`src/rtl/pulse_gen_pkg.sv`:
```
// Shared types and constants for the pulse_gen tick/pulse generator.
package pulse_gen_pkg;

  // Widest counter/config a channel can hold; CNT_W must not exceed this.
  localparam int unsigned DEF_CNT_W      = 32;
  localparam int unsigned REFRESH_60HZ_P = 833333;    // 60 Hz at 50 MHz
  localparam int unsigned PPS_50MHZ_P    = 49999999;  // 1 Hz at 50 MHz

  typedef struct packed {
    logic [DEF_CNT_W-1:0] period;
    logic [DEF_CNT_W-1:0] high;
    logic                 oneshot;
  } ch_cfg_t;

  typedef enum logic {StIdle, StRun} os_state_t;

  function automatic ch_cfg_t make_cfg(input logic [DEF_CNT_W-1:0] period,
                                       input logic [DEF_CNT_W-1:0] high,
                                       input logic                 oneshot);
    ch_cfg_t c;
    c.period  = period;
    c.high    = high;
    c.oneshot = oneshot;
    return c;
  endfunction

endpackage

```
`src/rtl/pulse_gen_ch.sv`:
```
// Single tick/pulse channel: counter, staged config and optional one-shot FSM.
// One-shot support is built only when PULSE_GEN_ONESHOT_EN is defined.
module pulse_gen_ch
  import pulse_gen_pkg::*;
#(
  parameter int unsigned CNT_W      = 32,
  parameter int unsigned DEF_PERIOD = REFRESH_60HZ_P,
  parameter int unsigned DEF_HIGH   = 0
) (
  input  logic             clk,
  input  logic             rst,
  input  logic             cfg_we,
  input  logic [CNT_W-1:0] cfg_period,
  input  logic [CNT_W-1:0] cfg_high,
  input  logic             cfg_oneshot,
  input  logic             en,
  input  logic             trig,
  output logic             tick,
  output logic             pulse,
  output logic             busy
);

  ch_cfg_t          cfg_q, cfg_d, stg_q, stg_d, new_cfg, rst_cfg;
  logic             stg_vld_q, stg_vld_d;
  logic [CNT_W-1:0] cnt_q, cnt_d, per, hi;
  logic             run, wrap;

  assign per     = cfg_q.period[CNT_W-1:0];
  assign hi      = cfg_q.high[CNT_W-1:0];
  assign rst_cfg = make_cfg(DEF_CNT_W'(DEF_PERIOD), DEF_CNT_W'(DEF_HIGH), 1'b0);
  assign wrap    = run && (cnt_q == per);

`ifdef PULSE_GEN_ONESHOT_EN
  os_state_t state_q, state_d;

  assign new_cfg = make_cfg(DEF_CNT_W'(cfg_period), DEF_CNT_W'(cfg_high), cfg_oneshot);
  // A one-shot channel counts only while armed, or on the trigger cycle itself.
  assign run     = en && (!cfg_q.oneshot || (state_q == StRun) || trig);

  // One-shot FSM: arm on trigger, disarm on wrap; a disabled-channel write aborts.
  always_comb begin
    state_d = state_q;
    if (!en) begin
      if (cfg_we) state_d = StIdle;
    end else begin
      unique case (state_q)
        StIdle:  if (cfg_q.oneshot && trig && !wrap) state_d = StRun;
        StRun:   if (wrap) state_d = StIdle;
        default: state_d = StIdle;
      endcase
    end
  end

  // One-shot state register.
  always_ff @(posedge clk or posedge rst) begin
    if (rst) state_q <= StIdle;
    else     state_q <= state_d;
  end
`else
  logic unused_oneshot;

  assign new_cfg        = make_cfg(DEF_CNT_W'(cfg_period), DEF_CNT_W'(cfg_high), 1'b0);
  assign run            = en;
  assign unused_oneshot = ^{trig, cfg_oneshot, cfg_q.oneshot};
`endif

  // Counter and config update: immediate when disabled, staged to the wrap when enabled.
  always_comb begin
    cnt_d     = cnt_q;
    cfg_d     = cfg_q;
    stg_d     = stg_q;
    stg_vld_d = stg_vld_q;
    if (!en) begin
      if (cfg_we) begin
        cfg_d     = new_cfg;
        cnt_d     = '0;
        stg_vld_d = 1'b0;
      end
    end else begin
      if (run) cnt_d = wrap ? '0 : cnt_q + CNT_W'(1);
      if (wrap) begin
        // A write landing on the wrap cycle is newest, so it beats the staged copy.
        if (cfg_we)         cfg_d = new_cfg;
        else if (stg_vld_q) cfg_d = stg_q;
        stg_vld_d = 1'b0;
      end else if (cfg_we) begin
        stg_d     = new_cfg;
        stg_vld_d = 1'b1;
      end
    end
  end

  // State and registered outputs, all derived from the pre-update counter/config.
  always_ff @(posedge clk or posedge rst) begin
    if (rst) begin
      cnt_q     <= '0;
      cfg_q     <= rst_cfg;
      stg_q     <= rst_cfg;
      stg_vld_q <= 1'b0;
      tick      <= 1'b0;
      pulse     <= 1'b0;
      busy      <= 1'b0;
    end else begin
      cnt_q     <= cnt_d;
      cfg_q     <= cfg_d;
      stg_q     <= stg_d;
      stg_vld_q <= stg_vld_d;
      tick      <= run && (cnt_q == per);
      pulse     <= run && (cnt_q < hi);
      busy      <= run;
    end
  end

endmodule

```
`src/rtl/pulse_gen.sv`:
```
// Multi-channel tick/pulse generator; one pulse_gen_ch per channel.
// Define PULSE_GEN_ONESHOT_EN to enable per-channel one-shot mode and trig.
module pulse_gen
  import pulse_gen_pkg::*;
#(
  parameter int unsigned NUM_CH     = 4,
  parameter int unsigned CNT_W      = DEF_CNT_W,
  parameter int unsigned DEF_PERIOD = REFRESH_60HZ_P,
  parameter int unsigned DEF_HIGH   = 0,
  localparam int unsigned CH_W      = (NUM_CH > 1) ? $clog2(NUM_CH) : 1
) (
  input  logic              clk,
  input  logic              rst,
  input  logic              cfg_we,
  input  logic [CH_W-1:0]   cfg_ch,
  input  logic [CNT_W-1:0]  cfg_period,
  input  logic [CNT_W-1:0]  cfg_high,
  input  logic              cfg_oneshot,
  input  logic [NUM_CH-1:0] ch_en,
  input  logic [NUM_CH-1:0] trig,
  output logic [NUM_CH-1:0] tick,
  output logic [NUM_CH-1:0] pulse,
  output logic [NUM_CH-1:0] busy
);

  for (genvar i = 0; i < NUM_CH; i++) begin : g_ch
    logic we;

    // Out-of-range channel numbers match no instance and are dropped.
    assign we = cfg_we && (cfg_ch == CH_W'(i));

    pulse_gen_ch #(
      .CNT_W      (CNT_W),
      .DEF_PERIOD (DEF_PERIOD),
      .DEF_HIGH   (DEF_HIGH)
    ) u_ch (
      .clk         (clk),
      .rst         (rst),
      .cfg_we      (we),
      .cfg_period  (cfg_period),
      .cfg_high    (cfg_high),
      .cfg_oneshot (cfg_oneshot),
      .en          (ch_en[i]),
      .trig        (trig[i]),
      .tick        (tick[i]),
      .pulse       (pulse[i]),
      .busy        (busy[i])
    );
  end

endmodule

```
`config.mk`:
```
export PLATFORM = sky130hd
export DESIGN_NAME = pulse_gen
export DESIGN_NICKNAME = d
export VERILOG_FILES = /design/src/rtl/pulse_gen_pkg.sv /design/src/rtl/pulse_gen_ch.sv /design/src/rtl/pulse_gen.sv
export SDC_FILE = /design/constraint.sdc
export NUM_CORES = 2
export LEC_CHECK = 0
export CAP_MARGIN = 15
export CORE_UTILIZATION = 45
export CTS_BUF_LIST = sky130_fd_sc_hd__clkbuf_4 sky130_fd_sc_hd__clkbuf_8
export DETAILED_ROUTE_END_ITERATION = 10
export PLACE_DENSITY = 0.66
export SYNTH_ARGS = -nofsm -noshare
export SYNTH_HDL_FRONTEND = slang
export SYNTH_SLANG_ARGS = --single-unit
```
`constraint.sdc`:
```
create_clock -name clk -period 26.3 [get_ports clk]
set_input_delay 5.26 -clock clk [delete_from_list [all_inputs] [get_ports clk]]
set_output_delay 5.26 -clock clk [all_outputs]
set_load 0.02 [all_outputs]
```
==> impl_metrics.toml <==
[timing]
timing_worst_slew_pin_value_ns = 1.08
setup_ws_ns = 18.69
tns_ns = 0
finClkSkew_ns = 0.0336
maxSlewHeadroom = 0.263
max_freq_mhz = 131
hold_viol = 0
rsz0062_at_grt = "false"
setup_violations = 0
hold_slack_ns = 0.483
fin_crit_sh = 0.290
drv_slew = 0
period_minus_slack_ns = 7.61

[cts]
clock-sinks = 656
numCtsBuffers = 114
cts_resized = 0
postCtsHoldBufs = 0
clk_pin_slew_worst_paths_ns = 0.06
htree_levels = 3
post_cts_buffers = 0
clock_path_buffers = 3
cts_tree = "built"
insertion_delay_ns = 0.74
cts_root_buf = "clkbuf_8"

[worst_hold_path]
min_path_type = "flip-flop to flip-flop"

[setup_path]
end_kind = "async pin"
crit_type = "input pin to async pin"
required_ns = 27.00
path_max_fanout = 134
cp.arrival_ns = 8.31
worst_setup_path_start_kind = "input pin"

[grt]
grt_pass1_vias = 24200
grt_max_degree = 182
grt_overflow = 0
antenna_found_initial = 10
track_usage = 0.242
grt_pass1_wl_mm = 143

[floorplanning]
start_util = 0.455
die_y_um = 277
dieArea_sq_mm = 0.0766
core_area_sq_mm = 0.0746
boundaryPins = 90
rows = 100
die_x_um = 277

[cells_and_area]
multiInputGateArea_sq_mm = 0.0160
drive_gt1_frac = 0.212
nets = 3332
area_delta_synth_final_pct = 12.0
regArea_sq_mm = 0.0165
nFillCells = 6627
fin_area_sq_mm = 0.0380

[routing]
wl_met1_mm = 41.2
wl_met2_mm = 42.2
ant_nets = 0
dr.pass1.iters = 5
via_per_inst = 5.76
highest-signal-layer = "met4"
vias = 24200
wirelength_mm = 92.6
route.detailed.drc = 0
wire_per_inst_um = 22.1
wl_met3_mm = 4.53
initialDrtViolationCount = 2000

[placement]
placed_area_sq_mm = 0.0355
dp_hpwl_mm = 60.3
pre_cts_slack_ns = 17.82
globalplace.congestion = 0.892
io_buffers = 84

[yosys]
synth_edf_count = 0
synth_flop_cell = "dfrtp_1"
seq_area_frac_synth = 0.487
synth_top_cell_area_share = 0.413
ys_top_cells_by_area = "dfrtp_1 (41%), mux2_2 (8.9%), mux2i_1 (8.0%)"
syn-cell-area_sq_mm = 0.0340
ys_ff_latch = 656
synth_warnings = 0
synth_largest_area_cell = "dfrtp_1"
synth_cells = 3062
avgSynthCellArea_sq_um = 11.1
ys_async_sr_fraction = 1.00
synth.distinct_cells = 65
synth_fp_nets = 3268

[pwr]
ir_worst_vdd_uv = 46.5
p_leak_nw = 17.1
cellPowerDensity_mw_per_mm2 = 79.7

[job]
cap_violations = 0

[outcome]
status = "finished, final reports clean"
==> final cells by class <==
type | count | area share
tap | 969 | 0.0319
clock inverter | 16 | 0.00266
sequential | 656 | 0.435
antenna | 4 | 0.000263
clock buffer | 198 | 0.0629
inverter | 167 | 0.0167
multi-input combinational | 2061 | 0.420
timing repair buffer | 126 | 0.0307
==> synthesized netlist by cell type (14+ instances only) <==
| cell type | count |
|---|---|
| xnor2_1 | 89 |
| nand4_1 | 71 |
| mux2_2 | 267 |
| o21ai_0 | 338 |
| inv_1 | 167 |
| buf_2 | 35 |
| nor4_1 | 20 |
| nand3_1 | 87 |
| dfrtp_1 | 560 |
| dfstp_2 | 96 |
| buf_6 | 17 |
| mux2_1 | 27 |
| nand2_1 | 125 |
| mux2i_1 | 272 |
| clkbuf_1 | 108 |
| a21oi_1 | 211 |
| and3_1 | 28 |
| ha_1 | 128 |
| or3_1 | 26 |
| nor3_1 | 22 |
| xor2_1 | 66 |
| a211oi_1 | 14 |
| mux2_4 | 29 |
| nor2_1 | 53 |
| a21o_1 | 50 |
==> where the power goes <==
group | total [W] | internal, W | switching (W) | leakage (nW)
combinational | 0.000621 | 0.000294 | 0.000327 | 7.74
clock | 0.000996 | 0.000569 | 0.000427 | 1.35
sequential | 0.00142 | 0.00127 | 0.000147 | 7.98
total | 0.00303 | 0.00213 | 0.000902 | 17.1
==> through the flow <==
stage,utilization,total power (W),cells
after floorplan,-,0.00185,3062
after global routing,0.510,0.00321,4194
final,0.510,0.00303,4197
after global placement,0.476,0.00202,3979
after detailed placement,0.476,0.00205,3979
after CTS,0.510,0.00306,4193
==> logic make-up (layout without fill, tap and decap cells) <==
family | count (synthesis) | in the layout | synth area share
compound gates | 678 | 678 | 0.110
mux | 595 | 595 | 0.191
other cells | 0 | 4 | 0
fa+ha+maj | 128 | 128 | 0.0472
xor+xnor | 155 | 155 | 0.0400
buf+inv | 345 | 507 | 0.0460
flops | 656 | 656 | 0.487
simple gates | 505 | 505 | 0.0793
==> per-layer routing <==
metal / vias to the layer above / global-route usage
met5: - / 0
met2: 606 / 0.377
met4: 0 / 0.117
li1: 11100 / -
met3: 199 / 0.0375
met1: 12300 / 0.331
==> flip-flops by register name (all words and copies together), names as in the netlist <==
name,count
g_ch.u_ch.stg_vld_q,4
g_ch.u_ch.stg_q,256
g_ch.u_ch.per,128
g_ch.u_ch.cnt_q,128
g_ch.u_ch.hi,128
g_ch.u_ch.tick,4
g_ch.u_ch.busy,4
g_ch.u_ch.pulse,4
==> final timing paths <==
check | start | endpoint | slack [ns] | cells after the start
worst max-delay path | rst | g_ch[0].u_ch.stg_q[2] | 18.69 | 4
worst min register to register | g_ch[2].u_ch.stg_q[12] | g_ch[2].u_ch.stg_q[12] | 0.48 | 1
worst max register to register | g_ch[0].u_ch.cnt_q[7] | g_ch[0].u_ch.stg_q[25] | 22.52 | 7
worst min-delay path | g_ch[2].u_ch.stg_q[12] | g_ch[2].u_ch.stg_q[12] | 0.48 | 1
max in group clk | ch_en[0] | g_ch[0].u_ch.stg_q[25] | 18.81 | 5
min in group asynchronous | rst | g_ch[3].u_ch.stg_q[55] | 5.14 | 2
==> critical path: stages <==
cell and delay [ns]:
clkdlybuf4s50_1 0.49, inv_8 0.61, buf_4 0.80, buf_4 0.89
==> layout by cell type (no fill, tap or decap), types with 29 or more instances in the layout <==
master           synthesis  final
dfrtp_1                560    560
o21ai_0                338    337
mux2i_1                272    272
mux2_2                 267    267
a21oi_1                211    207
inv_1                  167    166
clkbuf_8                 0    145
ha_1                   128    128
nand2_1                125    122
dfstp_2                 96     96
xnor2_1                 89     89
nand3_1                 87     87
clkdlybuf4s50_1          0     84
nand4_1                 71     71
xor2_1                  66     66
clkbuf_4                 0     53
nor2_1                  53     51
a21o_1                  50     50
buf_4                   12     41
mux2_4                  29     29
Note: power is estimated with default switching activity, not from simulation.
